--- src/rtl/ifetch_pkg.sv ---
// Shared types and constants for the instruction fetch stage.
// Entry widths follow DEF_ADDR_W / DEF_INSTR_W; the top-level widths must match them.
package ifetch_pkg;

    localparam int DEF_ADDR_W  = 8;
    localparam int DEF_INSTR_W = 8;

    localparam logic [3:0] OPC_HALT = 4'b1111;
    localparam logic [3:0] OPC_JUMP = 4'b1110;

    typedef enum logic {
        RUN    = 1'b0,
        HALTED = 1'b1
    } fetch_state_t;

    typedef struct packed {
        logic [DEF_INSTR_W-1:0] instr;
        logic [DEF_ADDR_W-1:0]  pc;
    } fetch_entry_t;

endpackage

--- src/rtl/ifetch_fifo.sv ---
// Show-ahead instruction buffer: DEPTH entries of fetch_entry_t with push/pop/flush.
// Flush wins over push and pop; the head entry is readable combinationally.
module ifetch_fifo
    import ifetch_pkg::*;
#(
    parameter int DEPTH = 2
) (
    input  logic                     clock,
    input  logic                     reset,
    input  logic                     push,
    input  logic                     pop,
    input  logic                     flush,
    input  fetch_entry_t             wdata,
    output fetch_entry_t             head,
    output logic [$clog2(DEPTH):0]   count,
    output logic                     empty
);

    localparam int PW = $clog2(DEPTH);
    localparam int CW = PW + 1;

    fetch_entry_t   mem_q [DEPTH];
    logic [PW-1:0]  rd_ptr_q, rd_ptr_d;
    logic [PW-1:0]  wr_ptr_q, wr_ptr_d;
    logic [CW-1:0]  count_q, count_d;
    logic           do_push;
    logic           do_pop;

    assign do_push = push & ~flush;
    assign do_pop  = pop & ~flush & (count_q != '0);

    always_comb begin
        rd_ptr_d = rd_ptr_q;
        wr_ptr_d = wr_ptr_q;
        count_d  = count_q;
        if (flush) begin
            rd_ptr_d = '0;
            wr_ptr_d = '0;
            count_d  = '0;
        end else begin
            if (do_push) wr_ptr_d = wr_ptr_q + PW'(1);
            if (do_pop)  rd_ptr_d = rd_ptr_q + PW'(1);
            case ({do_push, do_pop})
                2'b10:   count_d = count_q + CW'(1);
                2'b01:   count_d = count_q - CW'(1);
                default: count_d = count_q;
            endcase
        end
    end

    always_ff @(posedge clock) begin
        if (reset) begin
            rd_ptr_q <= '0;
            wr_ptr_q <= '0;
            count_q  <= '0;
        end else begin
            rd_ptr_q <= rd_ptr_d;
            wr_ptr_q <= wr_ptr_d;
            count_q  <= count_d;
        end
    end

    // Storage needs no reset: the count alone decides what is valid.
    always_ff @(posedge clock) begin
        if (do_push && !reset) begin
            mem_q[wr_ptr_q] <= wdata;
        end
    end

    assign head  = mem_q[rd_ptr_q];
    assign count = count_q;
    assign empty = (count_q == '0);

endmodule

--- src/rtl/instr_fetch_stage.sv ---
// Fetch stage: owns the PC, issues imem reads, buffers responses and hands them to decode.
// Optional perf counters (perf_fetched / perf_flushed) are built when IFETCH_PERF_EN is defined.
module instr_fetch_stage
    import ifetch_pkg::*;
#(
    parameter int                ADDR_W   = DEF_ADDR_W,
    parameter int                INSTR_W  = DEF_INSTR_W,
    parameter int                DEPTH    = 2,
    parameter logic [ADDR_W-1:0] PC_RESET = '0
) (
    input  logic               clock,
    input  logic               reset,
    output logic               imem_req,
    output logic [ADDR_W-1:0]  imem_addr,
    input  logic [INSTR_W-1:0] imem_rdata,
    output logic [INSTR_W-1:0] instr,
    output logic [ADDR_W-1:0]  instr_pc,
    output logic               instr_valid,
    input  logic               instr_ready,
    input  logic               redirect,
    input  logic [ADDR_W-1:0]  redirect_target,
    input  logic               halt,
    output logic               halted
`ifdef IFETCH_PERF_EN
    ,
    output logic [15:0]        perf_fetched,
    output logic [15:0]        perf_flushed
`endif
);

    localparam int CW = $clog2(DEPTH) + 1;

    fetch_state_t       state_q, state_d;
    logic [ADDR_W-1:0]  pc_q, pc_d;
    logic               inflight_q;
    logic [ADDR_W-1:0]  inflight_pc_q;

    logic               req;
    logic               flush;
    logic               push;
    logic               pop;
    logic [CW-1:0]      count;
    logic [CW-1:0]      occupancy;
    logic               empty;
    fetch_entry_t       head;
    fetch_entry_t       wdata;

    assign occupancy = count + CW'(inflight_q);
    assign wdata     = '{instr: imem_rdata, pc: inflight_pc_q};

    always_comb begin
        state_d = state_q;
        pc_d    = pc_q;
        flush   = 1'b0;
        req     = 1'b0;
        if (state_q == RUN) begin
            flush = redirect;
            // Limit counts every entry that will eventually occupy a slot; a pop this cycle is not credited.
            req   = ~redirect & ~halt & (occupancy < CW'(DEPTH));
            if (halt) begin
                state_d = HALTED;
            end else if (redirect) begin
                pc_d = redirect_target;
            end else if (req) begin
                pc_d = pc_q + ADDR_W'(1);
            end
        end
    end

    assign push = inflight_q & ~flush;
    assign pop  = ~empty & instr_ready & ~flush;

    always_ff @(posedge clock) begin
        if (reset) begin
            state_q       <= RUN;
            pc_q          <= PC_RESET;
            inflight_q    <= 1'b0;
            inflight_pc_q <= '0;
        end else begin
            state_q       <= state_d;
            pc_q          <= pc_d;
            inflight_q    <= req;
            inflight_pc_q <= pc_q;
        end
    end

    ifetch_fifo #(
        .DEPTH (DEPTH)
    ) u_fifo (
        .clock (clock),
        .reset (reset),
        .push  (push),
        .pop   (pop),
        .flush (flush),
        .wdata (wdata),
        .head  (head),
        .count (count),
        .empty (empty)
    );

    // Every output is forced low while reset is held.
    assign imem_req    = req & ~reset;
    assign imem_addr   = imem_req ? pc_q : '0;
    assign instr_valid = ~empty & ~reset;
    assign instr       = instr_valid ? head.instr : '0;
    assign instr_pc    = instr_valid ? head.pc : '0;
    assign halted      = (state_q == HALTED) & ~reset;

`ifdef IFETCH_PERF_EN
    logic [15:0] perf_fetched_q;
    logic [15:0] perf_flushed_q;
    logic [16:0] flushed_sum;

    assign flushed_sum = {1'b0, perf_flushed_q} + 17'(count) + 17'(inflight_q);

    always_ff @(posedge clock) begin
        if (reset) begin
            perf_fetched_q <= '0;
            perf_flushed_q <= '0;
        end else begin
            if (push && perf_fetched_q != 16'hFFFF) begin
                perf_fetched_q <= perf_fetched_q + 16'd1;
            end
            if (flush) begin
                perf_flushed_q <= flushed_sum[16] ? 16'hFFFF : flushed_sum[15:0];
            end
        end
    end

    assign perf_fetched = perf_fetched_q;
    assign perf_flushed = perf_flushed_q;
`endif

endmodule
--- config.mk ---
export PLATFORM = sky130hd
export DESIGN_NAME = instr_fetch_stage
export DESIGN_NICKNAME = d
export VERILOG_FILES = /design/src/rtl/ifetch_pkg.sv /design/src/rtl/ifetch_fifo.sv /design/src/rtl/instr_fetch_stage.sv
export SDC_FILE = /design/constraint.sdc
export NUM_CORES = 1
export LEC_CHECK = 0
export ABC_AREA = 1
export BUFFER_PORTS_ARGS = -buffer_cell sky130_fd_sc_hd__clkbuf_2
export CORE_MARGIN = 4
export CORE_UTILIZATION = 45
export DETAILED_ROUTE_END_ITERATION = 8
export GPL_ROUTABILITY_DRIVEN = 0
export MAX_ROUTING_LAYER = met4
export PLACE_DENSITY_LB_ADDON = 0.08
export SYNTH_ARGS = -nofsm -noshare
export SYNTH_HDL_FRONTEND = slang
export SYNTH_SLANG_ARGS = --single-unit
--- constraint.sdc ---
create_clock -name clock -period 6.9 [get_ports clock]
set_input_delay 0.69 -clock clock [delete_from_list [all_inputs] [get_ports clock]]
set_output_delay 0.69 -clock clock [all_outputs]
set_load 0.02 [all_outputs]
# Yosys cells after proc, flatten, opt, wreduce, memory -nomap -nowiden

Memories as Yosys holds them, arrays and structs flattened. A register that Yosys moved wholly into a read port is not among the register bits.
Cells that the tools add are included.

Bitwise logic cells: 17
Add/sub/neg operators: 6
Reduce and logical (&&, ||, !) cells: 8
Div/mod/pow operators: 0
Order comparisons: 1
Equality and inequality tests: 2
Multiply operators: 0
Multiplexer cells: 14
Shifts and indexed selects: 0

Operator list:

| operator                                                            | count |
|---|---|
| 8-bit two-way mux                                                   | 5 |
| 1-bit AND                                                           | 11 |
| 8-bit by 1-bit adder with 8-bit output (second input constant)      | 1 |
| 1-bit two-way mux                                                   | 8 |
| 1-bit inverter                                                      | 6 |
| 2-bit nonzero test                                                  | 3 |
| 2-bit one-hot mux with 2 select lines                               | 1 |
| 3-bit AND reduction                                                 | 1 |
| 1-bit adder (second input constant)                                 | 2 |
| 2-bit by 1-bit adder with 2-bit output                              | 1 |
| 2-bit by 1-bit adder with 2-bit output (second input constant)      | 1 |
| 2-bit by 1-bit == test with 1-bit output (second input constant)    | 1 |
| 2-bit == test (second input constant)                               | 1 |
| 2-bit zero test                                                     | 1 |
| 2-bit less-than comparator (second input constant)                  | 1 |
| 2-bit OR reduction                                                  | 1 |
| 2-bit by 1-bit subtractor with 2-bit output (second input constant) | 1 |
| 1-bit logical AND                                                   | 1 |
| 1-bit zero test                                                     | 1 |

Flip-flop bits (word level): 22
Bits of input ports: 21
Output and inout port bits: 27
Bits in latches: 0
Bits in writable memories: 32
Bits in read-only memories: 0
Memories: 1

Memories:

| name         | depth | bits a word | read ports | clocked after memory_dff | wr ports | RTL line          | RTL |
|---|---|---|---|---|---|---|---|
| u_fifo.mem_q | 2     | 16          | 1          | 1                        | 1        | ifetch_fifo.sv:22 | `fetch_entry_t mem_q [DEPTH];` |

# Depth between registers and ports, before layout

Gate-level depths: netlist of run 1.

Word-level depth: 8
Mapped depth: 11
Mapped depth without buffers: 10

# By module

From an unflattened synthesis of run 1, not the netlist that was laid out.

Cell total of the unflattened synthesis: 260
Area total of the unflattened synthesis: 2521.2 um^2

By module, submodules not included:

| module            | area each (um^2) | instances | cells each |
|---|---|---|---|
| ifetch_fifo       | 1455.1           | 1         | 87 |
| instr_fetch_stage | 1066.0           | 1         | 173 |

# Worst setup path before layout of run 1

Ideal clock, no wire load.

Path kind: input-to-reg
Start point: in redirect
End point: mem u_fifo.mem_q[1][0] (netlist name), enable pin
Setup slack: 4225 ps
Arrival time: 2266 ps
Stages on the path: 6
Data required time: 6491 ps
Setup time: 409 ps
Cell sequence: buf_2 inv_1 nor2_1 inv_1 nand2_1 nor3_1

Cells in the longest elaborated chain, start to end: 7

Ends and longest elaborated chain:

| item                                      | RTL line                                   | RTL |
|---|---|---|
| from (decl)                               | instr_fetch_stage.sv:20                    | `input logic redirect,` |
| 1-bit two-way mux *                       | instr_fetch_stage.sv:56                    | `if (state_q == RUN) begin` |
| 1-bit inverter *                          | ifetch_fifo.sv:29, instr_fetch_stage.sv:70 |  |
| 1-bit AND                                 | instr_fetch_stage.sv:70                    | `assign push = inflight_q & ~flush;` |
| 1-bit AND *                               | ifetch_fifo.sv:29                          | `assign do_push = push & ~flush;` |
| 1-bit logical AND *                       | ifetch_fifo.sv:65                          | `if (do_push && !reset) begin` |
| 1-bit two-way mux *                       | ifetch_fifo.sv:65                          |  |
| 1-bit two-way mux (not written as such) * | ifetch_fifo.sv:66                          | `mem_q[wr_ptr_q] <= wdata;` |
| to (decl)                                 | ifetch_fifo.sv:22                          |  |

Mark *: on every way between the ends. The rest lies on a longest branch, timed or not.

# Worst setup path in the final report of run 1

Start point: in halt
End point: out imem_addr[1]

Cells in the longest elaborated chain, start to end: 6

Ends and longest elaborated chain:

| item                            | RTL line                 | RTL |
|---|---|---|
| from (decl)                     | instr_fetch_stage.sv:22  | `input logic halt,` |
| 1-bit inverter (no source line) | -                        |  |
| 1-bit AND (2 in series)         | instr_fetch_stage.sv:59  | `req = ~redirect & ~halt & (occupancy < CW'(DEPTH));` |
| 1-bit two-way mux               | instr_fetch_stage.sv:56  |  |
| 1-bit AND                       | instr_fetch_stage.sv:102 | `assign imem_req = req & ~reset;` |
| 8-bit two-way mux               | instr_fetch_stage.sv:103 | `assign imem_addr = imem_req ? pc_q : '0;` |
| to (decl)                       | instr_fetch_stage.sv:14  | `output logic [ADDR_W-1:0] imem_addr,` |

Every way passes these cells.

==> impl_results.md, run 1 <==
* Worst min-delay path class: reg -> reg
* Yosys warnings at 0
* Number of flops mapped to enable cells by yosys at 32
* Power density over cell area at approximately 210 nW/µm²
* Post-Syn Instances at about 250
* RSZ-0062 raised after global routing: no
* WL/cell at 11.6 µm
* Hold Slack at 0.432 ns
* Buf/Inv on CP at 2
* VDD IR-drop max at about 0.085 mV
* Hpwl dp at just over 3 mm
* Setup TNS at 0 ns
* Worst skew pair latency at around 0.30 ns
* Sink Count at 55
* # fillers at approximately 500
* Nets at 319
* Main flop type after synthesis: edfxtp_1
* Switching share of power at 0.233
* Die Span Y at slightly above 80 µm
* DRT iter0 DRCs at 22
* Outcome: completed
* Core ar. at 5140 µm²
* Synthesized netlist net count at approximately 270
* Vias post-DR at 1683
* Register area share after synthesis at 0.588
* Critical path's slowest cell: nor2_1
* Final core occ at 0.545
* CP arrival at just under 2 ns
* Synth Area in Simple Gates at 0.219
* Share of async-settable or async-resettable flops after synthesis at 0
* DP Worst Slack at 4.24 ns
* Int Pwr at between 400 and 500 µW
* Crit path cell chain: clkbuf_2 > nor2_1 > nand4_2 > nor3_1 > clkbuf_2
* Max incr delay on CP at 0.39 ns
* Wirelength, routed at 4.25 mm
* Largest family of logic cells by synthesized area: simple AND/OR/NAND/NOR gates
* Maximum buffer depth of the clock tree at 2
* Initial antenna violation count at 0
* Worst setup EP type: output pin
* Max-Cap Viols at 0
* Full die area at approximately 6600 µm²
* All-Layer GR Usage at 0.144
* PostCTS Resize Cnt at 0
* Logic pwr share at 0.078
* Fraction of layout cells with a size suffix above 1 at 0.283
* Worst-path fanout max at 10
* CTS H-tree lvls at 2
* Most common cell on crit path: clkbuf_2
* Die width at approximately 81 µm
* Crit path required time at approximately 6.2 ns
* Min-delay src: inflight_pc_q[0]
* Area Growth Syn to Fin at 16.0%
* Clock Skew at 0.00544 ns
* Post-synthesis register bit count at between 50 and 60
* FF-to-FF Start: u_fifo.count[0]
* First-pass GRT wire length at roughly 7.1 mm
* Worst-path clk slew at approximately 0.10 ns
* Startpoint Class: primary input
* F_max at between 300 and 400 MHz
* Setup violators final at 0
* Ant. Diodes at 0
* Synth Area in Compound Gates at 0.0337
* Port Buffers at 47
* # hold bufs at CTS at 0
* Worst Slack Setup Final at approximately 4.2 ns
* Pre-Repair DR Iteration Count at 4
* Final antenna-violating net count at 0
* Synth Area in Adders at 0.0104
* Total CTS buffers at 5
* Share of Yosys cell area claimed by the top area cell type at 0.398
* Clock power share at 0.297
* Count leader, synth: nand2_1
* Tightest Pin Transition at around 0.73 ns
* Final min period at 2.67 ns
* Most common library cells after synthesis: nand2_1, nor2_1, inv_1
* Row count at 26
* I/O pins at 48
* Root buffer cell: clkbuf_8
* Number of global-route vias before repair at ~1600
* Worst setup path startpoint: halt
* Pin count of the biggest net entering global routing at 26
* CTS tree: done
* DR DRC count at 0
* CP delay by family, top: simple AND/OR/NAND/NOR gates
* R2R setup slack at 5.36 ns
* Critical path class: in -> out
* Hold Fails Final Rpt at 0
* Post-synth cell types at 24
* Synth Area per Inst at 9.74 µm²
* GR Overflow Total at 0
* Tcrit/Tclk final at 0.387
* DR vias/cell at between 4 and 5
* Leakage at 0.00126 µW
* Largest area contributor in the netlist: edfxtp_1
* Post-layout total power at roughly 580 µW
* Synth Cell Area at about 2400 µm²
* Slew Limit Fails at 0
* Slew HR at 0.512
* Setup Fix Bufs, Post-CTS at 0
* Initial Util at 0.470
* Net switching power at approximately 130 µW
* Xor/xnor share of the synthesized area at 0.00363
* Synth area leaders: edfxtp_1, dfxtp_1, nand2_1, mux2_2, nor2_1
* Multiplexer area fraction after synthesis at 0.0746
* Flop pwr share at 0.625
-- registers in the layout, summed over array words and instances (netlist names), named ones only --
| register | flops |
|---|---|
| pc_q | 8 |
| u_fifo.wr_ptr_q | 1 |
| inflight_q | 1 |
| state_q | 1 |
| u_fifo.count | 2 |
| inflight_pc_q | 8 |
| u_fifo.mem_q | 32 |
| u_fifo.rd_ptr_q | 1 |
-- logic make-up after synthesis --
group / after synthesis
XOR/XNOR: 1
flip-flops: 55
buffers and inverters: 41
multiplexers: 16
adder cells (fa/ha/maj): 2
AND/OR/NAND/NOR: 119
AO/OA/AOI/OAI: 14
-- cell usage in the layout, fill, tap and decap left out --
cell type	netlist	final
a21oi_1	8	8
a21oi_4	1	1
buf_4	3	2
clkbuf_2	0	47
clkbuf_8	0	5
clkinv_1	0	1
clkinv_4	0	1
clkinvlp_4	0	1
dfxtp_1	23	23
edfxtp_1	32	32
ha_1	2	2
inv_1	33	33
mux2_2	16	16
nand2_1	49	49
nand2_2	3	3
nand2_4	1	1
nand3_1	12	12
nand4_1	1	1
nand4_2	1	1
nor2_1	36	36
nor2_8	1	1
nor3_1	10	9
nor3_2	0	1
o21ai_0	4	4
o21ai_1	1	1
or2_1	1	1
or2_2	4	4
xnor2_1	1	1
-- power by group through the flow --
stage	Sequential, µW	Combinational (µW)	Clock [µW]
after detailed placement	368	45.3	0
after global placement	368	45.7	0
after CTS	361	45.5	177
after global routing	362	51.5	187
final	361	44.8	171
after floorplan	366	32.8	0
-- metrics by stage --
stage / area, µm² / std cells
finish: 2800 / 367
CTS: 2800 / 367
floorplan: 2420 / 248
global placement: 2710 / 359
global route: 2800 / 367
detailed placement: 2710 / 359
-- per-layer routing --
layer	up-vias	global-route usage	wire length, µm
met5	-	-	0
met4	0	0.0541	38
met3	4	0.0344	193
met2	37	0.237	2030
met1	744	0.172	1990
li1	898	-	-
-- cell type report --
cell class | instances | area [µm²] | area share
inverters | 33 | 124 | 0.0442
clock inverters | 3 | 20.0 | 0.00715
well taps | 70 | 87.6 | 0.0313
flip-flops and latches | 55 | 1420 | 0.507
repair buffers | 49 | 250 | 0.0893
clock buffers | 5 | 68.8 | 0.0246
multi-input cells | 152 | 830 | 0.296
-- path summary, 6_finish.rpt --
| kind | end | cells past startpoint |
|---|---|---|
| setup / recovery | imem_addr[1] | 5 |
| hold / removal | u_fifo.mem_q[1][0] | 0 |
| setup reg to reg | u_fifo.count[0] | 5 |
| hold reg to reg | u_fifo.mem_q[1][0] | 0 |
Power figures use the tool's default switching activity.
==> run 2, diff against run 1 <==
==> constraint.sdc (replaced) <==
create_clock -name clock -period 2.24 [get_ports clock]
set_input_delay 0.224 -clock clock [delete_from_list [all_inputs] [get_ports clock]]
set_output_delay 0.224 -clock clock [all_outputs]
set_load 0.02 [all_outputs]
==> impl_results.md, run 2 (synthesized netlist as in run 1, its figures left out) <==
* Outcome: completed
* Initial Util at 0.470
* Met3 WL at 271 µm
* Clock power share at 0.348
* Critical path's slowest cell: dfxtp_1
* Logic pwr share at 0.075
* Worst skew pair latency at ~0.30 ns
* Wirelength, routed at 4.25 mm
* Largest Register: u_fifo.mem_q
* Most frequent cells in the layout: nand2_1, clkbuf_2, nor2_1, inv_1, edfxtp_1
* Setup TNS at 0 ns
* Port Buffers at 47
* CTS tree: done
* Area Growth Syn to Fin at 18.2%
* PostCTS Resize Cnt at 0
* Hold Slack at around 0.11 ns
* Row count at 26
* Max-Cap Viols at 0
* Power density over cell area at slightly below 700 nW/µm²
* CTS H-tree lvls at 2
* Int Pwr at 1520 µW
* Sink Count at 55
* F_max at roughly 530 MHz
* Most common cell after layout, fill and taps aside: nand2_1
* DR vias/cell at between 4 and 5
* Worst setup EP type: output pin
* CP arrival at 1.66 ns
* Worst-path fanout max at 10
* Tightest Pin Transition at ~0.46 ns
* Met1 wire length at 1.92 mm
* Top flop regs: u_fifo.mem_q (32), inflight_pc_q (8), pc_q (8)
* Clock Skew at roughly 0.0054 ns
* Ant. Diodes at 0
* Setup violators final at 0
* Core ar. at around 5000 µm²
* Die Span Y at slightly above 80 µm
* Crit path required time at 2.02 ns
* Buf/Inv on CP at 2
* GR Overflow Total at 0
* First-pass GRT wire length at ~7.5 mm
* Cell Area, Placed at 2740 µm²
* DR DRC count at 0
* Pin count of the biggest net entering global routing at 18
* Final antenna-violating net count at 0
* Net switching power at slightly above 400 µW
* RSZ-0062 raised after global routing: no
* Met2 routed WL at approximately 2 mm
* CP delay by family, top: simple AND/OR/NAND/NOR gates
* Fraction of layout cells with a size suffix above 1 at 0.293
* Leakage at approximately 0.0013 µW
* Fin area at between 2000 and 3000 µm²
* Hold Fails Final Rpt at 0
* Crit path cell chain: inv_1 > nand3_1 > nand4_2 > nor3_1 > clkbuf_2
* Die width at around 81 µm
* Slew Limit Fails at 0
* Maximum buffer depth of the clock tree at 2
* Final core occ at 0.556
* DRT iter0 DRCs at 90
* Total CTS buffers at 5
* Setup Fix Bufs, Post-CTS at 0
* Hpwl dp at about 3 mm
* Pre-Repair DR Iteration Count at 4
* DR top layer: met4
* Worst Reg-to-Reg Cells at 5
* Nets at approximately 320
* Worst min-delay path class: in -> reg
* Hold Crit Depth at 1
* Slew HR at 0.695
* VDD IR-drop max at a little over 0.3 mV
* Max FFs per register at 32
* Flop pwr share at 0.577
* Initial antenna violation count at 0
* Startpoint Class: flop
* Root buffer cell: clkbuf_8
* Switching share of power at 0.213
* # hold bufs at CTS at 0
* Critical path class: reg -> out
* Number of global-route vias before repair at 1730
* Max incr delay on CP at about 0.4 ns
* All-Layer GR Usage at 0.150
* I/O pins at between 40 and 50
* Vias post-DR at around 1700
* Full die area at around 6600 µm²
* Final min period at 1.88 ns
* Tcrit/Tclk final at 0.841
* Worst-path clk slew at 0.09 ns
* WL/cell at between 10 and 15 µm
* Worst path depth at 5
[run 2: cell count changes in the layout (fill, tap and decap cells not counted)]
cell,before,now
buf_4,2,5
bufinv_16,0,1
clkbuf_8,5,6
clkinv_1,1,0
clkinv_4,1,0
clkinvlp_4,1,0
inv_6,0,1
[run 2: layer usage]
metal,vias to the layer above,global-route usage
li1,904,-
met1,769,0.177
met2,44,0.252
met3,2,0.0377
met4,0,0.0473
met5,-,-
[run 2: power groups by stage]
stage	combinational [µW]	clock, µW	sequential (µW)
after detailed placement	145	0	1130
final	144	671	1110
after floorplan	101	0	1130
after global routing	167	737	1120
after global placement	145	0	1130
after CTS	145	697	1110
[run 2: through the flow]
step	instances	worst slack (ns)	total power (µW)
2_1_floorplan	248	0.0307	1230
3_3_place_gp	362	0.511	1280
3_5_place_dp	362	0.423	1280
4_1_cts	370	0.338	1950
5_1_grt	370	0.177	2020
6_report	370	0.356	1930
[run 2: area by class of cell]
| cell class | instances | area (µm²) |
|---|---|---|
| clock inverters | 2 | 38.8 |
| flip-flops and latches | 55 | 1420 |
| fillers | 493 | 2280 |
| clock buffers | 6 | 82.6 |
| multi-input cells | 152 | 830 |
| inverters | 33 | 124 |
| well taps | 70 | 87.6 |
| repair buffers | 52 | 273 |
[run 2: worst reg2reg max path: stages (launching register included)]
cell and delay (ns):
dfxtp_1 0.38, o21ai_0 0.33, nor2_1 0.08, ha_1 0.32
or2_2 0.30, a21oi_1 0.12
[run 2: path summary, 6_finish.rpt]
path	startpoint	endpoint	slack, ns
hold reg to reg	inflight_pc_q[3]	u_fifo.mem_q[0][3]	0.43
hold / removal	imem_rdata[2]	u_fifo.mem_q[0][10]	0.11
setup reg to reg	u_fifo.count[0]	u_fifo.count[0]	0.65
setup / recovery	u_fifo.count[1]	imem_addr[7]	0.36
